==> src/rtl/uart_pkg.sv <==
// Shared UART receive definitions: frame geometry, line levels, FSM states, parity helper.
package uart_pkg;

  localparam int DATA_W  = 8;
  localparam int FRAME_W = 11;

  localparam logic START_BIT = 1'b0;
  localparam logic STOP_BIT  = 1'b1;

  typedef enum logic [2:0] {
    IDLE,
    START,
    DATA,
    PARITY,
    STOP,
    BREAK_WAIT
  } rx_state_t;

  function automatic logic parity_calc(input logic [DATA_W-1:0] d, input logic odd);
    return (^d) ^ odd;
  endfunction

endpackage

==> src/rtl/uart_rx_sync.sv <==
// Two-flop synchroniser for an idle-high async line; 2 clk latency, presets to 1 on reset.
// No flow control: a plain level path.
module uart_rx_sync (
  input  logic clk,
  input  logic reset,
  input  logic d,
  output logic q
);

  logic meta;

  always_ff @(posedge clk or posedge reset) begin
    if (reset) begin
      meta <= 1'b1;
      q    <= 1'b1;
    end else begin
      meta <= d;
      q    <= meta;
    end
  end

endmodule

==> src/rtl/uart_receiver.sv <==
// UART receiver, 8 data + parity + stop; strobe ~10.5 bit times + 2 clk after start edge.
// No backpressure: each byte is presented for one cycle and held until the next frame.
module uart_receiver
  import uart_pkg::*;
#(
  parameter int CLKS_PER_BIT = 5208,
  parameter bit PARITY_ODD   = 1'b0
) (
  input  logic               clk,
  input  logic               reset,
  input  logic               rx,
  output logic [DATA_W-1:0]  data_out,
  output logic [FRAME_W-1:0] frame_out,
  output logic               data_valid,
  output logic               parity_err,
  output logic               frame_err,
  output logic               busy
);

  localparam int               CNT_W    = $clog2(CLKS_PER_BIT);
  localparam logic [CNT_W-1:0] CNT_LAST = CNT_W'(CLKS_PER_BIT - 1);
  localparam logic [CNT_W-1:0] CNT_MID  = CNT_W'(CLKS_PER_BIT / 2 - 1);

  logic rx_s;

  uart_rx_sync u_sync (
    .clk   (clk),
    .reset (reset),
    .d     (rx),
    .q     (rx_s)
  );

  rx_state_t         state_q, state_d;
  logic [CNT_W-1:0]  cnt_q, cnt_d;
  logic [2:0]        bit_idx_q, bit_idx_d;
  logic [DATA_W-1:0] shift_q, shift_d;
  logic              par_q, par_d;
  logic              busy_d;
  logic              load;

  always_comb begin
    state_d   = state_q;
    cnt_d     = cnt_q;
    bit_idx_d = bit_idx_q;
    shift_d   = shift_q;
    par_d     = par_q;
    busy_d    = busy;
    load      = 1'b0;

    unique case (state_q)
      IDLE: begin
        if (rx_s == START_BIT) begin
          state_d = START;
          cnt_d   = '0;
        end
      end
      START: begin
        // Half a bit in: confirm the start bit is still low, else treat as a glitch.
        if (cnt_q == CNT_MID) begin
          cnt_d = '0;
          if (rx_s == START_BIT) begin
            state_d   = DATA;
            busy_d    = 1'b1;
            bit_idx_d = '0;
          end else begin
            state_d = IDLE;
          end
        end else begin
          cnt_d = cnt_q + CNT_W'(1);
        end
      end
      DATA: begin
        if (cnt_q == CNT_LAST) begin
          cnt_d     = '0;
          shift_d   = {rx_s, shift_q[DATA_W-1:1]};
          bit_idx_d = bit_idx_q + 3'd1;
          if (bit_idx_q == 3'd7) state_d = PARITY;
        end else begin
          cnt_d = cnt_q + CNT_W'(1);
        end
      end
      PARITY: begin
        if (cnt_q == CNT_LAST) begin
          cnt_d   = '0;
          par_d   = rx_s;
          state_d = STOP;
        end else begin
          cnt_d = cnt_q + CNT_W'(1);
        end
      end
      STOP: begin
        if (cnt_q == CNT_LAST) begin
          cnt_d = '0;
          load  = 1'b1;
          if (rx_s == STOP_BIT) begin
            state_d = IDLE;
            busy_d  = 1'b0;
          end else begin
            state_d = BREAK_WAIT;
          end
        end else begin
          cnt_d = cnt_q + CNT_W'(1);
        end
      end
      BREAK_WAIT: begin
        if (rx_s == STOP_BIT) begin
          state_d = IDLE;
          busy_d  = 1'b0;
        end
      end
      default: begin
        state_d = IDLE;
        busy_d  = 1'b0;
      end
    endcase
  end

  always_ff @(posedge clk or posedge reset) begin
    if (reset) begin
      state_q    <= IDLE;
      cnt_q      <= '0;
      bit_idx_q  <= '0;
      shift_q    <= '0;
      par_q      <= 1'b0;
      busy       <= 1'b0;
      data_valid <= 1'b0;
      data_out   <= '0;
      frame_out  <= '0;
      parity_err <= 1'b0;
      frame_err  <= 1'b0;
    end else begin
      state_q    <= state_d;
      cnt_q      <= cnt_d;
      bit_idx_q  <= bit_idx_d;
      shift_q    <= shift_d;
      par_q      <= par_d;
      busy       <= busy_d;
      data_valid <= load;
      // Byte is delivered even on errors; the flags let the consumer decide.
      if (load) begin
        data_out   <= shift_q;
        frame_out  <= {rx_s, par_q, shift_q, START_BIT};
        parity_err <= (par_q != parity_calc(shift_q, PARITY_ODD));
        frame_err  <= (rx_s != STOP_BIT);
      end
    end
  end

endmodule

==> config.mk <==
export PLATFORM = sky130hd
export DESIGN_NAME = uart_receiver
export DESIGN_NICKNAME = d
export VERILOG_FILES = /design/src/rtl/uart_pkg.sv /design/src/rtl/uart_rx_sync.sv /design/src/rtl/uart_receiver.sv
export SDC_FILE = /design/constraint.sdc
export NUM_CORES = 1
export LEC_CHECK = 0
export ABC_CLOCK_PERIOD_IN_PS = 3850
export BUFFER_PORTS_ARGS = -buffer_cell sky130_fd_sc_hd__buf_2
export CAP_MARGIN = 15
export CORE_ASPECT_RATIO = 1.25
export CORE_MARGIN = 5
export CORE_UTILIZATION = 43
export CTS_BUF_LIST = sky130_fd_sc_hd__clkbuf_8
export DETAILED_ROUTE_END_ITERATION = 6
export REMOVE_ABC_BUFFERS = 1
export SYNTH_ARGS = -nofsm -noshare
export SYNTH_HDL_FRONTEND = slang
export SYNTH_SLANG_ARGS = --single-unit
==> constraint.sdc <==
create_clock -name clk -period 3.85 [get_ports clk]
set_input_delay 0.77 -clock clk [delete_from_list [all_inputs] [get_ports clk]]
set_output_delay 0.77 -clock clk [all_outputs]
set_load 0.01 [all_outputs]
==> out/metrics.cfg, run 1 <==
[final_layout]
fill_cells = 487
final_cells = 279
drive_gt1_share_pct = 28.1
areaGrowthSynthToFinish_pct = 9.28
diodes = 0
layout_common_cells = 42 x dfrtp_1, 24 x buf_2, 16 x nand2_1
nets = 222
final_common_cell = dfrtp_1

[power]
p_leak_nw = 1.25
p_per_area_nw_per_um2 = 345
peakVddDrop_mv = 0.209

[placement]
gp_congestion = 0.814
dp.cells = 271
dp_hpwl_mm = 2.79
io_buffers = 24

[global_routing]
grtUsageTotal_pct = 13.9
grt_max_degree = 45
grt_pass1_vias = 1491
overflow = 0
grt_pass1_wl_mm = 7.33
antenna_found_initial = 0

[route]
first_iter_violations = 58
dr.pass1.iters = 4
vias = 1475
met1_length_mm = 1.85
highest_layer = met4
wl_per_cell_um = 14.6
ant_nets = 0
drt-total-wl_mm = 4.08
wl_met3_um = 163
detail_route.vias_per_cell = 5.29
post-route-drc-count = 0
route.met2.wl_mm = 2.00

[synth]
synth.distinct_cells = 44
seq_area_frac_synth_pct = 49.3
yosys_warnings = 0
syn-instance-count = 201
synth-edff-count = 0
ys_seq_elements = 44
synth_area_per_cell_um2 = 11.1
synth_top_flop_cell = dfrtp_1
synthesis.area_um2 = 2240
async_flop_share_pct = 100

[timing]
final_hold_viol_count = 0
drv_slew = 0
period_share_pct = 65.6
setup_tns_ns = 0
fmax_mhz = 396
rsz0062_at_grt = no
min_period_ns = 2.53
maxSlewHeadroom_pct = 59.5
tightest_slew_ns = 0.603
skew_ns = 0.00798
setup_viol = 0

[flow_run]
max-cap-violations = 0

[cts]
cts_setup_buffers = 0
clock-sinks = 44
clk_pin_slew_ns = 0.09
root_buffer = clkbuf_8
post_cts_resized = 0
clk_latency_ns = 0.30
cts_tree = built
cts-htree-levels = 2
hold_buffers = 0
clockBufferDepth = 2
cts_made_buffers = 5

[die]
core_area_um2 = 5080
die_w_um = 74.5
die_area_um2 = 6760
rows = 29
io_pins = 26
start_util_pct = 44.1
die_y_um = 90.7

[outcome]
status = completed

[critical_path]
critical_path_class = flip-flop to flip-flop
cp.required_ns = 4.04
path_max_fanout = 11
cp-start-kind = flip-flop
rr_worst_depth = 5
worst_setup_path_end_kind = flip-flop
crit_arrival_ns = 2.72

[min_path]
hp-class = flip-flop to flip-flop
worstHoldPathCells = 0

## report_power, final
part,total (mW),switching [mW],internal [mW]
combinational,0.0122,0.0100,0.00214
sequential,0.465,0.00169,0.464
clock,0.366,0.171,0.196
## synth_stat cells (4+ instances only)
library cell  number  area, µm²
dfrtp_1           42       1050
nand2_1           16       60.1
mux2_2            14        158
o21ai_0           14       70.1
buf_4              9       67.6
nand3_1            8       40.0
xnor2_1            8       70.1
a21oi_1            6       30.0
nor2_1             6       22.5
a31oi_1            5       31.3
mux2_4             5       75.1
a22o_1             4       35.0
clkbuf_1           4       15.0
inv_1              4       15.0
nand2b_1           4       25.0
nor2b_1            4       25.0
## per-stage QoR
step | total power [mW] | worst slack [ns] | cell area (µm²) | util, % | hold slack, ns
final | 0.844 | 1.32 | 2450 | 48.2 | 0.359
after CTS | 0.856 | 1.32 | 2450 | 48.2 | 0.360
after detailed placement | 0.488 | 1.32 | 2330 | 45.9 | 0.347
after global routing | 0.881 | 1.20 | 2450 | 48.2 | 0.364
after global placement | 0.487 | 1.37 | 2330 | 45.9 | 0.347
after floorplan | 0.482 | 1.59 | 2120 | - | 0.345
## per-layer routing
metal	GRT usage, %	up-vias
met5	0	-
met4	4.45	0
met3	3.79	7
met2	22.4	26
met1	17.7	704
li1	-	738
## cells by family after synthesis
kind of cell    after synthesis  synth area share (%)
buf+inv                      22                  6.04
mux                          19                  10.4
compound gates               38                  10.8
fa+ha+maj                     3                  1.68
simple gates                 63                  17.3
xor+xnor                     11                  4.30
flops                        44                  49.3
other cells                   1                 0.168
## sequential cells by signal (all words and copies together), names as in the netlist
name and count:
data_valid 1, parity_err 1, frame_err 1, par_q 1, bit_idx_q 3, u_sync.meta 1, cnt_q 13, shift_q 8
frame_out 3, u_sync.q 1, busy 1, data_out 7, state_q 3
## final cells by class
cell class / instances / area [µm²] / share of cell area [%]
Clock buffer: 5 / 68.8 / 2.81
Clock inverter: 3 / 46.3 / 1.89
Inverter: 4 / 15.0 / 0.614
Multi-Input combinational cell: 135 / 1000 / 40.9
Sequential cell: 44 / 1100 / 45.1
Tap cell: 62 / 77.6 / 3.17
Timing Repair Buffer: 26 / 135 / 5.52
## worst max-delay path, stage by stage (launching register included)
cell and delay, ns:
dfrtp_1 0.41, ha_1 0.22, or3b_4 0.43, nor4_4 0.54, and3b_1 0.45, mux2_2 0.37
## final timing paths
path                                        from                      end  slack, ns
min in group asynchronous                  reset  data_out[2]$_DFFE_PP0P_       0.59
setup / recovery            cnt_q[0]$_DFFE_PP0P_   shift_q[3]$_DFFE_PP0P_       1.32
hold / removal             u_sync.meta$_DFF_PP1_       u_sync.q$_DFF_PP1_       0.36
max in group asynchronous                  reset   state_q[0]$_DFFE_PP0P_       2.88
hold reg to reg            u_sync.meta$_DFF_PP1_       u_sync.q$_DFF_PP1_       0.36
setup reg to reg            cnt_q[0]$_DFFE_PP0P_   shift_q[3]$_DFFE_PP0P_       1.32
Note: power is estimated with default switching activity, not from simulation.
==> run 2: changes to the inputs <==
--- a/config.mk
+++ b/config.mk
@@ -5,7 +5,8 @@
 export SDC_FILE = /design/constraint.sdc
 export NUM_CORES = 1
 export LEC_CHECK = 0
-export ABC_CLOCK_PERIOD_IN_PS = 3850
+export ABC_AREA = 1
+export ABC_CLOCK_PERIOD_IN_PS = 2410
 export BUFFER_PORTS_ARGS = -buffer_cell sky130_fd_sc_hd__buf_2
 export CAP_MARGIN = 15
 export CORE_ASPECT_RATIO = 1.25
==> constraint.sdc (replaced) <==
create_clock -name clk -period 2.41 [get_ports clk]
set_input_delay 0.482 -clock clk [delete_from_list [all_inputs] [get_ports clk]]
set_output_delay 0.482 -clock clk [all_outputs]
set_load 0.01 [all_outputs]
==> out/metrics.cfg, run 2 <==
[placement]
placed_area_um2 = 2560  ; +10%
gp_congestion = 0.903  ; +11%
io_buffers = 24  ; unchanged
dp.cells = 383  ; +41%
dp_hpwl_mm = 3.72  ; +34%

[synth]
synth_xor_area_share_pct = 3.58  ; -0.72 points
async_flop_share_pct = 100  ; unchanged
synth_compound_area_share_pct = 8.29  ; -2.6 points
yosys_warnings = 0  ; unchanged
synthesis.area_um2 = 2450  ; +9.3%
synth.distinct_cells = 31  ; -30%
yosys.area.top_type_share_pct = 43.0  ; -4.0 points
yosysMostFrequentCell = nand2_1
synth_top_family_by_area = simple AND/OR/NAND/NOR gates
muxShareOfSynthArea_pct = 0  ; -10 points
ys_top_cells_by_area = dfrtp_1 43%, nand2_1 12%, nor2_1 6.1%
synth_top_flop_cell = dfrtp_1
synth-edff-count = 0  ; unchanged
yosysTopAreaCell = dfrtp_1
synth-adder-area-share_pct = 1.53  ; -0.14 points
ys_seq_elements = 44  ; unchanged
synth_simple_gate_area_share_pct = 31.8  ; +15 points
synthTopCellsByCount = 77 x nand2_1, 42 x dfrtp_1, 40 x nor2_1
synth_area_per_cell_um2 = 8.02  ; -28%
syn-instance-count = 305  ; +52%
seq_area_frac_synth_pct = 45.1  ; -4.2 points

[global_routing]
grt_pass1_wl_mm = 8.42  ; +15%
antenna_found_initial = 0  ; unchanged
grt_pass1_vias = 1845  ; +24%
grt_max_degree = 45  ; unchanged
overflow = 0  ; unchanged
grtUsageTotal_pct = 14.3  ; +0.46 points

[final_layout]
layout_common_cells = 77 x nand2_1, 42 x dfrtp_1, 40 x nor2_1
fin_area_um2 = 2680  ; +9.4%
diodes = 0  ; unchanged
largest_register_ffs = 13  ; unchanged
nets = 332  ; +50%
utilization_pct = 48.8  ; +0.66 points
largest_register = cnt_q
areaGrowthSynthToFinish_pct = 9.36  ; about the same
final_cells = 391  ; +40%
fill_cells = 555  ; +14%
drive_gt1_share_pct = 19.9  ; -8.2 points
final_common_cell = nand2_1
top_regs = cnt_q (13), shift_q (8), data_out (7)

[cts]
cts_tree = built
root_buffer = clkbuf_8
cts_made_buffers = 5  ; unchanged
hold_buffers = 0  ; unchanged
clockBufferDepth = 2  ; unchanged
clk_latency_ns = 0.30  ; about the same
clk_pin_slew_ns = 0.08  ; about the same
post_cts_resized = 0  ; unchanged
clock-sinks = 44  ; unchanged
cts-htree-levels = 2  ; unchanged
cts_setup_buffers = 0  ; unchanged

[route]
detail_route.vias_per_cell = 4.90  ; -7.3%
ant_nets = 0  ; unchanged
dr.pass1.iters = 4  ; unchanged
drt-total-wl_mm = 4.84  ; +18%
first_iter_violations = 114  ; +97%
highest_layer = met4
post-route-drc-count = 0  ; unchanged
wl_per_cell_um = 12.4  ; -16%
route.met2.wl_mm = 2.57  ; +29%
vias = 1916  ; +30%
wl_met3_um = 189  ; +16%
met1_length_mm = 1.99  ; +7.5%

[timing]
maxSlewHeadroom_pct = 64.3  ; +4.8 points
period_share_pct = 72.1  ; +6.5 points
setup_tns_ns = 0  ; unchanged
rsz0062_at_grt = no
drv_slew = 0  ; unchanged
tightest_slew_ns = 0.536  ; -0.0674 ns
final_hold_viol_count = 0  ; unchanged
setup_viol = 0  ; unchanged
fmax_mhz = 576  ; +45%
min_period_ns = 1.74  ; -0.789 ns
skew_ns = 0.0106  ; +0.00261 ns

[die]
die_area_um2 = 7310  ; +8.1%
die_y_um = 94.3  ; +4.0%
die_w_um = 77.5  ; +3.9%
start_util_pct = 44.6  ; +0.57 points
rows = 30  ; +3.4%
core_area_um2 = 5480  ; +7.9%
io_pins = 26  ; unchanged

[critical_path]
worst_setup_path_end_kind = flip-flop
cp-start-kind = flip-flop
cp.required_ns = 2.60  ; -1.44 ns
crit_arrival_ns = 1.92  ; -0.80 ns
critical_path_class = flip-flop to flip-flop
path_max_fanout = 19  ; +8

[outcome]
status = completed

[power]
p_total_mw = 1.32  ; +56%
peakVddDrop_mv = 0.237  ; +13%
p_per_area_nw_per_um2 = 493  ; +43%
p_leak_nw = 1.38  ; +11%

[min_path]
hp-class = input port to flip-flop

[flow_run]
max-cap-violations = 0  ; unchanged

[run 2: worst max-delay path, stage by stage, from the launching register on]
cell and delay, ns:
dfrtp_1 0.39, ha_1 0.25, nand2_2 0.11, nor2_4 0.14
nand3_4 0.12, nor2_4 0.34, inv_1 0.12, nor2_1 0.10
nor2_1 0.04
[run 2: metrics by stage]
stage	worst slack, ns	hold slack (ns)
after floorplan	0.874	0.345
after global placement	0.732	0.345
after detailed placement	0.670	0.351
after CTS	0.660	0.266
after global routing	0.486	0.256
final	0.673	0.281
[run 2: final timing paths]
check                                      start                        to  slack (ns)  cells after the start
max                         cnt_q[0]$_DFFE_PP0P_  frame_out[8]$_DFFE_PP0P_        0.67                      8
min                                           rx     u_sync.meta$_DFF_PP1_        0.28                      1
max reg2reg                 cnt_q[0]$_DFFE_PP0P_  frame_out[8]$_DFFE_PP0P_        0.67                      8
min reg2reg                u_sync.meta$_DFF_PP1_        u_sync.q$_DFF_PP1_        0.36                      0
max in group asynchronous                  reset     frame_err$_DFFE_PP0P_        1.73                      3
min in group asynchronous                  reset   data_out[4]$_DFFE_PP0P_        0.30                      3
[run 2: final cells by class]
| class | instances | area [µm²] | share of cell area, % |
|---|---|---|---|
| well taps | 64 | 80.1 | 2.99 |
| inverters | 38 | 143 | 5.33 |
| flip-flops and latches | 44 | 1100 | 41.3 |
| clock buffers | 5 | 68.8 | 2.57 |
| clock inverters | 3 | 42.5 | 1.59 |
| multi-input cells | 212 | 1110 | 41.5 |
| repair buffers | 25 | 128 | 4.77 |
[run 2: power breakdown]
part           switching [mW]  internal, mW  leakage, nW
registers             0.00237         0.741        0.593
clock network           0.250         0.307       0.0541
logic                  0.0162       0.00291        0.735
total                   0.268          1.05         1.38
[run 2: cells by family after synthesis]
kind of cell	count (synthesis)
XOR/XNOR	10
AND/OR/NAND/NOR	164
AO/OA/AOI/OAI	34
adder cells (fa/ha/maj)	3
other	1
buffers and inverters	49
flip-flops	44
[run 2: layer usage]
metal / vias to the layer above / track usage, %
li1: 994 / -
met1: 886 / 16.4
met2: 27 / 25.8
met3: 9 / 3.26
met4: 0 / 5.30
met5: - / 0
==> run 3: changes to the inputs <==
--- a/config.mk
+++ b/config.mk
@@ -6,7 +6,7 @@
 export NUM_CORES = 1
 export LEC_CHECK = 0
 export ABC_AREA = 1
-export ABC_CLOCK_PERIOD_IN_PS = 2410
+export ABC_CLOCK_PERIOD_IN_PS = 1590
 export BUFFER_PORTS_ARGS = -buffer_cell sky130_fd_sc_hd__buf_2
 export CAP_MARGIN = 15
 export CORE_ASPECT_RATIO = 1.25
==> constraint.sdc (replaced) <==
create_clock -name clk -period 1.59 [get_ports clk]
set_input_delay 0.318 -clock clk [delete_from_list [all_inputs] [get_ports clk]]
set_output_delay 0.318 -clock clk [all_outputs]
set_load 0.01 [all_outputs]
==> out/metrics.cfg, run 3 (synthesis results as in run 2) <==
[critical_path]
critical_path_class = flip-flop to flip-flop
path_max_fanout = 8  ; -11
rr_startpoint = cnt_q[1]$_DFFE_PP0P_
cp.required_ns = 1.77  ; -0.83 ns
cpPeakStageDelay_ns = 0.41  ; +0.02 ns
path_buf_inv = 0  ; -1
rr_worst_depth = 8  ; unchanged
worst_setup_path_end_kind = flip-flop
cp_slowest_cell = dfrtp_1
r2r_end = cnt_q[10]$_DFFE_PP0P_
crit_chain = ha_4 -> nand2_2 -> nor2_4 -> nand3_4 -> nand2_2 -> nand2_4 -> nor2_4 -> nor2_1
crit_arrival_ns = 1.72  ; -0.20 ns
path_delay_family = simple AND/OR/NAND/NOR gates
cp-start-kind = flip-flop
rrSetupSlack_ns = 0.05  ; -0.62 ns

[global_routing]
overflow = 0  ; unchanged
grt_pass1_vias = 1999  ; +8.3%
grtUsageTotal_pct = 15.5  ; +1.2 points
antenna_found_initial = 0  ; unchanged
grt_pass1_wl_mm = 9.12  ; +8.4%
grt_max_degree = 31  ; -31%

[final_layout]
fin_area_um2 = 2860  ; +7.1%
final_common_cell = nand2_1
layout_common_cells = 76 x nand2_1, 40 x dfrtp_1, 39 x nor2_1
diodes = 0  ; unchanged
largest_register_ffs = 13  ; unchanged
drive_gt1_share_pct = 24.9  ; +5.0 points
final_cells = 406  ; +3.8%
utilization_pct = 52.3  ; +3.4 points
areaGrowthSynthToFinish_pct = 17.1
top_regs = cnt_q (13), shift_q (8), data_out (7)
nets = 347  ; +4.5%
largest_register = cnt_q

[timing]
setup_tns_ns = 0  ; unchanged
setup_viol = 0  ; unchanged
fmax_mhz = 651  ; +13%
period_share_pct = 96.6  ; +24 points
min_period_ns = 1.54  ; -0.202 ns
rsz0062_at_grt = yes
fin_ws_ns = 0.0545  ; -0.618 ns
final_hold_viol_count = 0  ; unchanged
skew_ns = 0.0108  ; +0.000220 ns
drv_slew = 0  ; unchanged
holdWs_ns = 0.118  ; -0.163 ns

[die]
die_area_um2 = 7310  ; unchanged
io_pins = 26  ; unchanged
start_util_pct = 44.6  ; unchanged
core_area_um2 = 5480  ; unchanged
die_y_um = 94.3  ; unchanged
die_w_um = 77.5  ; unchanged
rows = 30  ; unchanged

[cts]
cts_made_buffers = 5  ; unchanged
clock-sinks = 44  ; unchanged
clk_pin_slew_ns = 0.08  ; about the same
root_buffer = clkbuf_8
clockBufferDepth = 2  ; unchanged
cts_tree = built
clk_latency_ns = 0.30  ; about the same
cts-htree-levels = 2  ; unchanged

[route]
drt-total-wl_mm = 4.99  ; +3.2%
dr.pass1.iters = 4  ; unchanged
ant_nets = 0  ; unchanged
detail_route.vias_per_cell = 4.85  ; -0.98%
wl_per_cell_um = 12.3  ; -0.57%
vias = 1970  ; +2.8%
first_iter_violations = 92  ; -19%
post-route-drc-count = 0  ; unchanged

[placement]
pre_cts_slack_ns = -0.0121  ; -0.682 ns
io_buffers = 24  ; unchanged
gp_congestion = 0.869  ; -3.8%
placed_area_um2 = 2690  ; +5.0%
dp_hpwl_mm = 3.81  ; +2.4%
dp.cells = 395  ; +3.1%

[power]
p_leak_nw = 1.47  ; +6.2%
peakVddDrop_mv = 0.464  ; +96%
p_total_mw = 2.04  ; +54%
clock_power_share_pct = 42.9  ; +0.7 points
p_per_area_nw_per_um2 = 711  ; +44%
switching_power_uw = 431  ; +61%
swShare_pct = 21.2  ; +0.80 points
p_seq_share_pct = 55.3  ; -1.0 points
internal-power_mw = 1.61  ; +53%
power_frac_comb_pct = 1.8  ; +0.4 points

[min_path]
worstHoldStart = rx
hold_end = u_sync.meta$_DFF_PP1_
hp-class = input port to flip-flop
worstHoldPathCells = 1  ; unchanged

[flow_run]
max-cap-violations = 0  ; unchanged

[outcome]
status = completed

-- run 3: changes by cell type in the layout (fill, tap and decap cells not counted), sizes merged --
cell,delta
dlygate4sd3,+1
inv,+1
clkinv,-1
buf,+14
-- run 3: routing by layer --
layer | GRT usage [%] | wire (µm) | vias up | part of all wire, %
met2 | 28.2 | 2670 | 31 | 53
met5 | 0 | 0 | - | 0
li1 | - | - | 1026 | -
met3 | 2.98 | 159 | 6 | 3.2
met1 | 17.6 | 2070 | 907 | 41
met4 | 6.45 | 96 | 0 | 1.9
-- run 3: timing repair --
action | CTS | global route
hold buffers | 1 | 0
hold endpoints to repair | 12 | 0
gates resized for setup | 3 | 7
pin swaps | 1 | 3
endpoints found under the setup margin | 10 | 21
buffers inserted | 1 | 1
-- run 3: how the worst max path moves through the flow --
stage	depth (start not counted)	startpoint	end	slack, ns
2_1_floorplan	8	cnt_q[0]$_DFFE_PP0P_	data_out[1]$_DFFE_PP0P_	0.05
3_3_place_gp	8	cnt_q[0]$_DFFE_PP0P_	cnt_q[10]$_DFFE_PP0P_	0.04
3_5_place_dp	8	cnt_q[0]$_DFFE_PP0P_	cnt_q[2]$_DFFE_PP0P_	-0.01
4_1_cts	8	cnt_q[1]$_DFFE_PP0P_	cnt_q[10]$_DFFE_PP0P_	0.02
5_1_grt	8	cnt_q[1]$_DFFE_PP0P_	bit_idx_q[2]$_DFFE_PP0P_	-0.07
6_report	8	cnt_q[1]$_DFFE_PP0P_	cnt_q[10]$_DFFE_PP0P_	0.05
-- run 3: layout make-up --
type	instances	area, µm²
Inverter	38	143
Clock buffer	5	68.8
Clock inverter	3	46.3
Sequential cell	44	1110
Fill cell	532	2620
Timing Repair Buffer	40	280
Tap cell	64	80.1
Multi-Input combinational cell	212	1140
-- run 3: worst reg2reg max path, cell delays in order, from the launching register on --
cell and delay [ns]:
dfrtp_1 0.41, ha_4 0.17, nand2_2 0.08, nor2_4 0.15
nand3_4 0.14, nand2_2 0.12, nand2_4 0.08, nor2_4 0.19
nor2_1 0.08
-- run 3: power by group through the flow --
stage | Combinational [mW] | Sequential [mW] | Clock, mW
6_report | 0.0363 | 1.13 | 0.874
4_1_cts | 0.0386 | 1.13 | 0.915
3_5_place_dp | 0.0368 | 1.15 | 0
3_3_place_gp | 0.0364 | 1.15 | 0
5_1_grt | 0.0433 | 1.13 | 0.963
2_1_floorplan | 0.0197 | 1.15 | 0
